`src/rtl/ps2_key_rx_if.sv`:
```
// PS/2 receiver bus: raw connector lines in, byte history and strobes out.
interface ps2_key_rx_if;
  logic        ps2_clk;
  logic        ps2_data;
  logic [15:0] key;
  logic        ready;
  logic        err;

  modport master (output ps2_clk, ps2_data, input key, ready, err);
  modport slave  (input ps2_clk, ps2_data, output key, ready, err);
endinterface

```
`src/rtl/ps2_key_rx.sv`:
```
// PS/2 device-to-host frame receiver with glitch filter, mid-frame timeout and byte history.
// Define PS2_PARITY_CHECK_EN to reject frames with bad parity/stop (err strobe); otherwise err is 0.
module ps2_key_rx #(
  parameter int FILTER_LEN = 8,
  parameter int TIMEOUT    = 50000
) (
  input  logic        clk,
  input  logic        rst,
  ps2_key_rx_if.slave bus
);
  localparam int FW = $clog2(FILTER_LEN + 1);
  localparam int TW = $clog2(TIMEOUT + 1);

  typedef enum logic [1:0] {IDLE, DATA, PARITY, STOP} state_t;

  logic [1:0]    clk_sync, data_sync;
  logic          clk_s, data_s;
  logic          filt_clk;
  logic [FW-1:0] flt_cnt;
  logic          flt_hit, bit_evt;
  logic [TW-1:0] tcnt;
  logic          to_hit;
  state_t        state, state_d;
  logic [2:0]    bit_cnt, bit_cnt_d;
  logic [7:0]    shift, shift_d;
  logic          done, frame_ok;

  always_ff @(posedge clk or posedge rst) begin
    if (rst) begin
      clk_sync  <= 2'b11;
      data_sync <= 2'b11;
    end else begin
      clk_sync  <= {clk_sync[0], bus.ps2_clk};
      data_sync <= {data_sync[0], bus.ps2_data};
    end
  end
  assign clk_s  = clk_sync[1];
  assign data_s = data_sync[1];

  // Filtered clock flips on the FILTER_LEN-th consecutive differing sample; the
  // bit event fires in that same cycle so the FSM sees data aligned with it.
  assign flt_hit = (clk_s != filt_clk) && (flt_cnt == FW'(FILTER_LEN - 1));
  assign bit_evt = flt_hit && filt_clk;

  always_ff @(posedge clk or posedge rst) begin
    if (rst) begin
      filt_clk <= 1'b1;
      flt_cnt  <= '0;
    end else if (clk_s == filt_clk) begin
      flt_cnt  <= '0;
    end else if (flt_hit) begin
      filt_clk <= clk_s;
      flt_cnt  <= '0;
    end else begin
      flt_cnt  <= flt_cnt + 1'b1;
    end
  end

  assign to_hit = (state != IDLE) && (tcnt == TW'(TIMEOUT - 1));

  always_ff @(posedge clk or posedge rst) begin
    if (rst)                         tcnt <= '0;
    else if (bit_evt || state == IDLE) tcnt <= '0;
    else                             tcnt <= tcnt + 1'b1;
  end

  always_ff @(posedge clk or posedge rst) begin
    if (rst) begin
      state   <= IDLE;
      bit_cnt <= '0;
      shift   <= '0;
    end else begin
      state   <= state_d;
      bit_cnt <= bit_cnt_d;
      shift   <= shift_d;
    end
  end

  always_comb begin
    state_d   = state;
    bit_cnt_d = bit_cnt;
    shift_d   = shift;
    done      = 1'b0;
    if (bit_evt) begin
      case (state)
        IDLE: if (!data_s) begin
          state_d   = DATA;
          bit_cnt_d = '0;
        end
        DATA: begin
          shift_d[bit_cnt] = data_s;
          if (bit_cnt == 3'd7) state_d = PARITY;
          else                 bit_cnt_d = bit_cnt + 1'b1;
        end
        PARITY: state_d = STOP;
        STOP: begin
          state_d = IDLE;
          done    = 1'b1;
        end
        default: state_d = IDLE;
      endcase
    end else if (to_hit) begin
      state_d = IDLE;
    end
  end

`ifdef PS2_PARITY_CHECK_EN
  logic par;

  always_ff @(posedge clk or posedge rst) begin
    if (rst)                              par <= 1'b0;
    else if (bit_evt && state == PARITY)  par <= data_s;
  end

  // Odd parity over data+parity bit, and the stop bit (sampled now) must be high.
  assign frame_ok = (^{shift, par}) && data_s;

  always_ff @(posedge clk or posedge rst) begin
    if (rst) bus.err <= 1'b0;
    else     bus.err <= done && !frame_ok;
  end
`else
  assign frame_ok = 1'b1;
  assign bus.err  = 1'b0;
`endif

  always_ff @(posedge clk or posedge rst) begin
    if (rst) begin
      bus.key   <= '0;
      bus.ready <= 1'b0;
    end else begin
      bus.ready <= done && frame_ok;
      if (done && frame_ok) bus.key <= {bus.key[7:0], shift};
    end
  end
endmodule

```
`src/flat_wrapper.sv`:
```
// flat-port wrapper written by rule: the top's interface ports become plain ports
module ps2_key_rx_flat 
#(
  parameter int FILTER_LEN = 8,
  parameter int TIMEOUT    = 50000
)
  (clk, rst, bus_ps2_clk, bus_ps2_data, bus_key, bus_ready, bus_err);
  ps2_key_rx_if bus_i ();
  input  logic clk;
  input  logic rst;
  input wire logic [$bits(bus_i.ps2_clk)-1:0] bus_ps2_clk;
  input wire logic [$bits(bus_i.ps2_data)-1:0] bus_ps2_data;
  output wire logic [$bits(bus_i.key)-1:0] bus_key;
  output wire logic [$bits(bus_i.ready)-1:0] bus_ready;
  output wire logic [$bits(bus_i.err)-1:0] bus_err;
  assign bus_i.ps2_clk = bus_ps2_clk;
  assign bus_i.ps2_data = bus_ps2_data;
  assign bus_key = bus_i.key;
  assign bus_ready = bus_i.ready;
  assign bus_err = bus_i.err;
  ps2_key_rx #(.FILTER_LEN(FILTER_LEN), .TIMEOUT(TIMEOUT)) u_core (.clk(clk), .rst(rst), .bus(bus_i));
endmodule
```
`config.mk`:
```
export PLATFORM = sky130hd
export DESIGN_NAME = ps2_key_rx_flat
export DESIGN_NICKNAME = d
export VERILOG_FILES = /design/src/rtl/ps2_key_rx_if.sv /design/src/rtl/ps2_key_rx.sv /design/src/flat_wrapper.sv
export SDC_FILE = /design/constraint.sdc
export NUM_CORES = 1
export LEC_CHECK = 0
export CAP_MARGIN = 20
export CORE_UTILIZATION = 45
export CTS_CLUSTER_SIZE = 8
export DETAILED_ROUTE_END_ITERATION = 16
export PLACE_DENSITY = 0.64
export SLEW_MARGIN = 40
export SYNTH_ARGS = -nofsm -noshare
export SYNTH_HDL_FRONTEND = slang
export SYNTH_SLANG_ARGS = --single-unit
```
`constraint.sdc`:
```
create_clock -name clk -period 2.2 [get_ports clk]
set_input_delay 0.44 -clock clk [delete_from_list [all_inputs] [get_ports clk]]
set_output_delay 0.44 -clock clk [all_outputs]
set_load 0.005 [all_outputs]
```
Word level (Yosys, flattened, before mapping)
Index checks and enable logic that the tools add are counted.
{"block": "totals", "elab_cells": 57, "output_inout_bits": 18, "register_bits": 55, "input_bits": 4}
{"block": "op_classes", "eq_ne": 12, "n_reduce_logical": 13, "n_addsub": 3, "n_mux": 16, "order_cmp": 2, "n_bitwise": 1}
{"operator": "$add A16 B1 Y16 const B", "n": 1}
{"operator": "$eq A16 B16 Y1 const B", "n": 1}
{"operator": "$mux W16", "n": 1}
{"operator": "$bwmux W8", "n": 1}
{"operator": "$mux W2", "n": 4}
{"operator": "$mux W4", "n": 2}
{"operator": "$pmux W2 S4", "n": 1}
{"operator": "$mux W3", "n": 2}
{"operator": "$ne A3 B3 Y1 const B", "n": 2}
{"operator": "$pmux W3 S2", "n": 1}
{"operator": "$reduce_bool A2 Y1", "n": 3}
{"operator": "$add A4 B1 Y4 const B", "n": 1}
{"operator": "$eq A2 B2 Y1 const B", "n": 2}
{"operator": "$eq A4 B3 Y1 const B", "n": 1}
{"operator": "$logic_and A1 B1 Y1", "n": 4}
{"operator": "$lt A3 B4 Y1 const B", "n": 1}
{"operator": "$ne A2 B2 Y1 const B", "n": 2}
{"operator": "$reduce_and A2 Y1", "n": 2}
{"operator": "$reduce_and A4 Y1", "n": 1}
{"operator": "$add A3 B1 Y3 const B", "n": 1}
{"operator": "$demux W1 S3", "n": 1}
{"operator": "$eq A3 B3 Y1 const B", "n": 1}
{"operator": "$ge A3 B1 Y1 const B", "n": 1}
{"operator": "$mux W1", "n": 3}
{"operator": "7 further kinds", "n": 7}

Logic depth before layout (Yosys ltp)
Gate-level depths: netlist of the first run.
{"block": "logic_depth", "word_depth": 5, "depth_mapped": 7, "mapped_depth_nobuf": 6}

Worst setup path before layout of the first run
OpenSTA, ideal clock, no wires.
{"block": "synth_timing", "path_kind": "flip-flop to flip-flop", "from": "register u_core.flt_cnt[0]", "to": "register u_core.bus.key[0]", "t_required_ns": 2.075, "period_less_slack_ns": 1.747, "n_path_buf": 1, "arrival_ns": 1.623, "setup_time_ns": 0.125, "stages_incl_launch_ff": 7, "path_slack_ns": 0.453, "cell_sequence": "dfrtp_1 > ha_1 > nand3b_1 > nor2_2 > nand2_1 > buf_2 > mux2_2"}
{"block": "synth_between", "elab_chain_len": 4}
{"item": "start: declaration", "line": "ps2_key_rx.sv:19", "text": "logic [FW-1:0] flt_cnt;"}
{"item": "start signal: assignment", "line": "ps2_key_rx.sv:55", "text": "flt_cnt <= flt_cnt + 1'b1;"}
{"item": "$eq A4 B3 Y1", "line": "ps2_key_rx.sv:42", "text": "assign flt_hit = (clk_s != filt_clk) && (flt_cnt == FW'(FILTER_LEN - 1));"}
{"item": "$logic_and A1 B1 Y1", "line": "ps2_key_rx.sv:42"}
{"item": "$logic_and A1 B1 Y1", "line": "ps2_key_rx.sv:43", "text": "assign bit_evt = flt_hit && filt_clk;"}
{"item": "$mux W1", "line": "ps2_key_rx.sv:84", "text": "if (bit_evt) begin"}
{"item": "end signal: assignment", "line": "ps2_key_rx.sv:133", "text": "if (done && frame_ok) bus.key <= {bus.key[7:0], shift};"}
{"item": "end: declaration", "line": "ps2_key_rx_if.sv:10", "text": "modport slave (input ps2_clk, ps2_data, output key, ready, err);"}
Every way passes these cells.
A chain may end at the register's enable or synchronous reset.

Final worst setup path of the first run
{"block": "layout_timing", "from": "register u_core.state[1]", "to": "register u_core.state[0]"}
{"block": "layout_between", "elab_chain_len": 4, "word_cells_on_any_way": 12, "cone_classes": "5 x eq/ne; 2 x mux; 5 x reduce/logical"}
{"item": "start: declaration", "line": "ps2_key_rx.sv:23", "text": "state_t state, state_d;"}
{"item": "start signal: assignment", "line": "ps2_key_rx.sv:73", "text": "state <= state_d;"}
{"item": "branches (longest 4 deep; another with $pmux W2 S4)"}
Several ways; the timed one is not identified.

==> flow_metrics.py, run 1 <==
metrics = {
    "outcome": {
        "status": "finished, final reports clean",
    },
    "timing": {
        "post-route-period-util": 0.8702,
        "hold_viol": 0,
        "fmax_mhz": 522.3,
        "drv_slew": 0,
        "fin_ws_ns": 0.2855,
        "slew_headroom": 0.6597,
        "holdWs_ns": 0.3615,
        "tightest_slew_ns": 0.5057,
        "fin_crit_ns": 1.915,
        "setup_viol": 0,
        "fin_tns_setup_ns": 0,
        "clock_skew_ns": 0.01219,
        "rsz0062_at_grt": "no",
    },
    "logic_synthesis": {
        "ys_ff_latch": 55,
        "syn_inst": 220,
        "synth_edf_count": 0,
        "synthFlopType": "dfrtp_1",
        "synthesis.nets": 233,
        "synth_warnings": 0,
        "synth-async-reset-ratio": 1.000,
        "synth_area_mm2": 0.002514,
        "yosysSeqAreaShare": 0.5500,
        "synth_cell_types": 40,
        "syn_area_per_cell_um2": 11.43,
    },
    "critical_path": {
        "crit_path_max_fanout": 5,
        "rrSetupSlack_ns": 0.29,
        "startpoint_type": "flop",
        "reg2reg_depth": 6,
        "max_stage_delay_ns": 0.41,
        "crit_path_end_kind": "flop",
        "reg2reg_from": "u_core.state[1]",
        "critPathArrivalTime_ns": 2.10,
        "crit_required_ns": 2.38,
        "path_cells": "inv_1, ha_1, nand4bb_1, nor4_1, o311ai_0, o2bb2ai_1",
        "crit_type": "flop to flop",
        "r2r_end": "u_core.state[0]",
        "slowest_stage": "nor4_1",
    },
    "floorplanning": {
        "placeableCoreArea_mm2": 0.005238,
        "die_area_mm2": 0.005889,
        "io_pins": 22,
        "die_x_um": 76.74,
        "rows": 26,
        "die_y_um": 76.74,
        "start_util": 0.4799,
    },
    "power_and_ir_drop": {
        "ir_drop_v": 0.0004100,
        "power_density_mw_per_mm2": 607.8,
        "p_leak_nw": 1.267,
    },
    "placement": {
        "dpl.hpwl_um": 2944,
        "dpl-instance-area_mm2": 0.002809,
        "pre_cts_ws_ns": 0.3105,
        "routabilityCongestion": 0.7554,
        "portBuffers": 20,
    },
    "finish": {
        "fin_area_mm2": 0.002905,
        "syn_to_final_growth_pct": 15.58,
        "drive_gt1_frac": 0.2000,
        "final_nets": 257,
        "n_antenna_cell": 0,
        "fillCellCount": 473,
        "seqCellArea_mm2": 0.001383,
        "postLayoutCoreUtil": 0.5547,
        "multi_input_area_mm2": 0.001074,
    },
    "worst_hold_path": {
        "hold-path-endpoint": "u_core.data_sync[1]",
        "hold_start": "u_core.data_sync[0]",
        "hold_class": "flop to flop",
        "hold_depth": 0,
    },
    "drt": {
        "maxUsedRoutingLayer": "met4",
        "wl_met1_um": 2174,
        "drc": 0,
        "drtPass1Iterations": 4,
        "vias": 1594,
        "wl_met3_um": 145,
        "dr_wl_met2_um": 1738,
        "wl_um": 4111,
        "wire_per_inst_um": 13.05,
        "routed_via_density": 5.060,
        "drt.antenna.violating_nets": 0,
        "drt-initial-drc-count": 73,
    },
    "clocking": {
        "cts_root_buffer": "clkbuf_8",
        "cts-htree-levels": 2,
        "ctsHoldBuffers": 0,
        "postCtsSetupBuffers": 0,
        "cts_made_buffers": 5,
        "cts_tree": "built",
        "path_clk_slew_ns": 0.09,
        "cts_sinks": 55,
        "post_cts_resize_count": 0,
        "insertion_delay_ns": 0.31,
        "cts.path.max_buffers": 2,
    },
    "grt": {
        "grt_usage": 0.1583,
        "grt_pass1_vias": 1586,
        "grt_overflow_total": 0,
        "grt_pass1_wl_um": 7334,
        "grt_max_degree": 40,
        "antenna_found_initial": 0,
    },
    "run": {
        "cap_violations": 0,
    },
}
[sequential cells by signal (all words and copies together), names as in the netlist]
signal	count
u_core.data_sync	2
u_core.flt_cnt	4
u_core.tcnt	16
u_core.bus.ready	1
u_core.state	2
u_core.bus.key	16
u_core.filt_clk	1
u_core.clk_sync	2
u_core.bit_cnt	3
u_core.shift	8
[layout make-up]
cell class,count,area share
sequential,55,0.4759
multi-input combinational,151,0.3695
timing repair buffer,23,0.08096
tap,70,0.03015
clock buffer,6,0.02842
inverter,8,0.01034
clock inverter,2,0.004737
[synthesized netlist by cell type, types with 5 or more instances]
cell type   n  share of area
a21oi_1     5          0.010
dfrtp_1    50           0.50
dfstp_2     5          0.052
ha_1        9          0.045
inv_1       8          0.012
mux2_2     24           0.11
nand2_1    13          0.019
nand2b_1    5          0.012
nand3_1     7          0.014
nand4_1     6          0.015
nor2_1     24          0.036
nor3_1      6          0.012
o21ai_0     7          0.014
xnor2_1    12          0.042
[cells by family after synthesis]
family          synth area share
buf+inv                  0.02289
simple gates              0.1702
xor+xnor                 0.04530
other cells             0.001492
compound gates           0.05376
flops                     0.5500
mux                       0.1115
fa+ha+maj                0.04480
[worst max-delay path, delay by kind of cell (launching register included)]
kind            cells  cell delay, ns
compound gates      2            0.38
buf+inv             1            0.11
simple gates        2            0.64
flops               1            0.40
fa+ha+maj           1            0.26
[routing by layer]
metal | vias to the layer above | global-route usage
met2 | 27 | 0.2357
met3 | 4 | 0.04048
li1 | 815 | -
met4 | 0 | 0.05000
met1 | 748 | 0.2253
met5 | - | 0
[power by group]
part / leakage (nW) / total, mW / switching (mW) / internal, mW
Sequential: 0.749 / 1.08 / 0.0303 / 1.05
Combinational: 0.466 / 0.106 / 0.0609 / 0.0447
Clock: 0.0516 / 0.578 / 0.320 / 0.258
Total: 1.27 / 1.77 / 0.411 / 1.36
[how the worst max path moves through the flow]
| stage | start | endpoint | slack (ns) | cells after the start |
|---|---|---|---|---|
| after floorplan | rst | u_core.bit_cnt[0] | 0.43 | 1 |
| after global placement | u_core.state[1] | u_core.state[0] | 0.33 | 6 |
| after detailed placement | u_core.state[1] | u_core.state[0] | 0.31 | 6 |
| after CTS | u_core.state[1] | u_core.state[0] | 0.30 | 6 |
| after global routing | u_core.state[0] | u_core.state[0] | 0.11 | 6 |
| final | u_core.state[1] | u_core.state[0] | 0.29 | 6 |
[per-stage QoR]
step	total power, mW	cells
after CTS	1.794	315
after global routing	1.852	315
after global placement	1.211	307
after floorplan	1.178	220
final	1.766	315
after detailed placement	1.210	307
[placed cells by master (no fill, tap or decap), types with 2 or more instances in the layout]
| cell type | n |
|---|---|
| nand2b_1 | 5 |
| nand4_1 | 6 |
| mux2_2 | 24 |
| nand3_1 | 7 |
| clkbuf_8 | 6 |
| ha_1 | 9 |
| nor4_1 | 4 |
| nand2_1 | 13 |
| dfrtp_1 | 50 |
| nor2_1 | 24 |
| a21oi_1 | 5 |
| o21ai_0 | 7 |
| inv_1 | 7 |
| dfstp_2 | 5 |
| or3_1 | 2 |
| buf_4 | 2 |
| nor2b_1 | 2 |
| nor3_1 | 6 |
| or2_2 | 3 |
| a22o_1 | 4 |
| xnor2_1 | 12 |
| clkdlybuf4s50_1 | 20 |
(Power assumes the default switching activity.)
==> run 2: changes to the inputs <==
--- a/config.mk
+++ b/config.mk
@@ -12,3 +12,3 @@
 export PLACE_DENSITY = 0.64
-export SLEW_MARGIN = 40
+export SLEW_MARGIN = 20
 export SYNTH_ARGS = -nofsm -noshare
--- a/constraint.sdc
+++ b/constraint.sdc
@@ -3,2 +3,2 @@
 set_output_delay 0.44 -clock clk [all_outputs]
-set_load 0.005 [all_outputs]
+set_load 0.02 [all_outputs]
==> results of run 2 <==
The final DEF is identical to that of run 1. Status: finished, final reports clean.
Main changes from that run: total power 1.766 mW -> 1.767 mW
==> run 3: changes to the inputs <==
CAP_MARGIN = not set   (was 20)
RECOVER_POWER = 100   (was not set)
==> flow_metrics.py, run 3 (synthesis gave the netlist of run 1 again) <==
metrics = {
    "power_and_ir_drop": {
        "p_leak_nw": 1.320,
        "combPwrFrac": 0.057,
        "p_int_mw": 1.351,
        "clockPowerShare": 0.328,
        "swShare": 0.2332,
        "finalPower_mw": 1.762,
        "seqPwrFrac": 0.614,
        "power_density_mw_per_mm2": 610.4,
        "ir_drop_v": 0.0004098,
        "switchingPower_mw": 0.4109,
    },
    "timing": {
        "fin_tns_setup_ns": 0,
        "fin_crit_ns": 1.907,
        "post-route-period-util": 0.8667,
        "setup_viol": 0,
        "slew_headroom": 0.5869,
        "hold_viol": 0,
        "drv_slew": 0,
        "fmax_mhz": 524.5,
        "rsz0062_at_grt": "no",
        "clock_skew_ns": 0.01161,
        "holdWs_ns": 0.3615,
        "tightest_slew_ns": 0.6190,
    },
    "floorplanning": {
        "start_util": 0.4799,
        "die_x_um": 76.74,
        "placeableCoreArea_mm2": 0.005238,
        "rows": 26,
        "io_pins": 22,
        "die_y_um": 76.74,
        "die_area_mm2": 0.005889,
    },
    "grt": {
        "grt_pass1_wl_um": 7334,
        "grt_pass1_vias": 1586,
        "grt_max_degree": 40,
        "grt_usage": 0.1583,
        "grt_overflow_total": 0,
        "antenna_found_initial": 0,
    },
    "clocking": {
        "post_cts_resize_count": 0,
        "cts_sinks": 55,
        "cts_root_buffer": "clkbuf_8",
        "ctsHoldBuffers": 0,
        "cts_tree": "built",
        "path_clk_slew_ns": 0.09,
        "cts_made_buffers": 5,
        "postCtsSetupBuffers": 0,
        "cts.path.max_buffers": 2,
        "cts-htree-levels": 2,
        "insertion_delay_ns": 0.31,
    },
    "worst_hold_path": {
        "hold_class": "flop to flop",
        "hold_start": "u_core.data_sync[0]",
        "hold_depth": 0,
    },
    "placement": {
        "portBuffers": 20,
        "routabilityCongestion": 0.7554,
        "dpl.hpwl_um": 2944,
    },
    "finish": {
        "layout_common_cells": "50 x dfrtp_1, 25 x nor2_1, 24 x mux2_2, 20 x dlygate4sd3_1, 13 x nand2_1",
        "layout_commonest_cell": "dfrtp_1",
        "reg.largest.list": "u_core.bus.key x16, u_core.tcnt x16, u_core.shift x8",
        "drive_gt1_frac": 0.1837,
        "n_antenna_cell": 0,
        "final_nets": 257,
        "fillCellCount": 474,
        "syn_to_final_growth_pct": 14.83,
    },
    "run": {
        "cap_violations": 0,
    },
    "drt": {
        "drt.antenna.violating_nets": 0,
        "routed_via_density": 5.029,
        "drc": 0,
        "vias": 1584,
        "wl_um": 4104,
        "drt-initial-drc-count": 73,
        "drtPass1Iterations": 4,
        "wire_per_inst_um": 13.03,
    },
    "critical_path": {
        "crit_path_max_fanout": 5,
        "startpoint_type": "flop",
        "critPathArrivalTime_ns": 2.09,
        "crit_path_end_kind": "flop",
        "worstSetupStartpoint": "u_core.state[1]",
        "crit_required_ns": 2.38,
        "reg2reg_from": "u_core.state[1]",
        "reg2reg_depth": 6,
        "crit_type": "flop to flop",
    },
    "outcome": {
        "status": "finished, final reports clean",
    },
}
run 3: cell types whose count changed in the layout (fill, tap and decap cells not counted), sizes merged:
cell	change
clkdlybuf4s50	-20
dlygate4sd3	+20
clkbuf	+2
buf	-2
run 3: final timing paths:
| path | endpoint | slack (ns) |
|---|---|---|
| min | u_core.data_sync[1] | 0.36 |
| max in group asynchronous | u_core.data_sync[0] | 0.54 |
| min reg2reg | u_core.data_sync[1] | 0.36 |
| max | u_core.state[0] | 0.29 |
| min in group asynchronous | u_core.bus.key[8] | 0.63 |
| max reg2reg | u_core.state[0] | 0.29 |
run 3: critical path, stage by stage (launching register included):
cell and delay (ns):
dfrtp_1 0.41, inv_1 0.11, ha_1 0.26, nand4bb_1 0.24
nor4_1 0.39, o311ai_0 0.22, o2bb2ai_1 0.16
run 3: metrics by stage:
step / instances / area (um^2) / setup WS, ns / util
after global placement: 307 / 2809 / 0.3295 / 0.5363
final: 315 / 2887 / 0.2932 / 0.5511
after global routing: 315 / 2887 / 0.1119 / 0.5511
after floorplan: 220 / 2514 / 0.4253 / -
after detailed placement: 307 / 2809 / 0.3105 / 0.5363
after CTS: 315 / 2905 / 0.3016 / 0.5547
run 3: layer usage:
metal	track usage	up-vias	routed length, um
li1	-	813	-
met1	0.2253	746	2208
met2	0.2357	20	1728
met3	0.04048	5	110
met4	0.05000	0	57
met5	0	-	0
run 3: final cells by class:
class | instances | area (um^2) | share of cell area
Clock buffer | 6 | 82.58 | 0.02861
Clock inverter | 2 | 13.76 | 0.004768
Inverter | 8 | 30.03 | 0.01040
Multi-Input combinational cell | 151 | 1071 | 0.3710
Sequential cell | 55 | 1383 | 0.4790
Tap cell | 70 | 87.58 | 0.03034
Timing Repair Buffer | 23 | 219.0 | 0.07586
run 3: power groups by stage:
stage | combinational (mW) | sequential, mW | clock, mW
after floorplan | 0.0857 | 1.09 | 0
after global placement | 0.111 | 1.10 | 0
after detailed placement | 0.109 | 1.10 | 0
after CTS | 0.109 | 1.08 | 0.602
after global routing | 0.124 | 1.09 | 0.635
final | 0.101 | 1.08 | 0.579
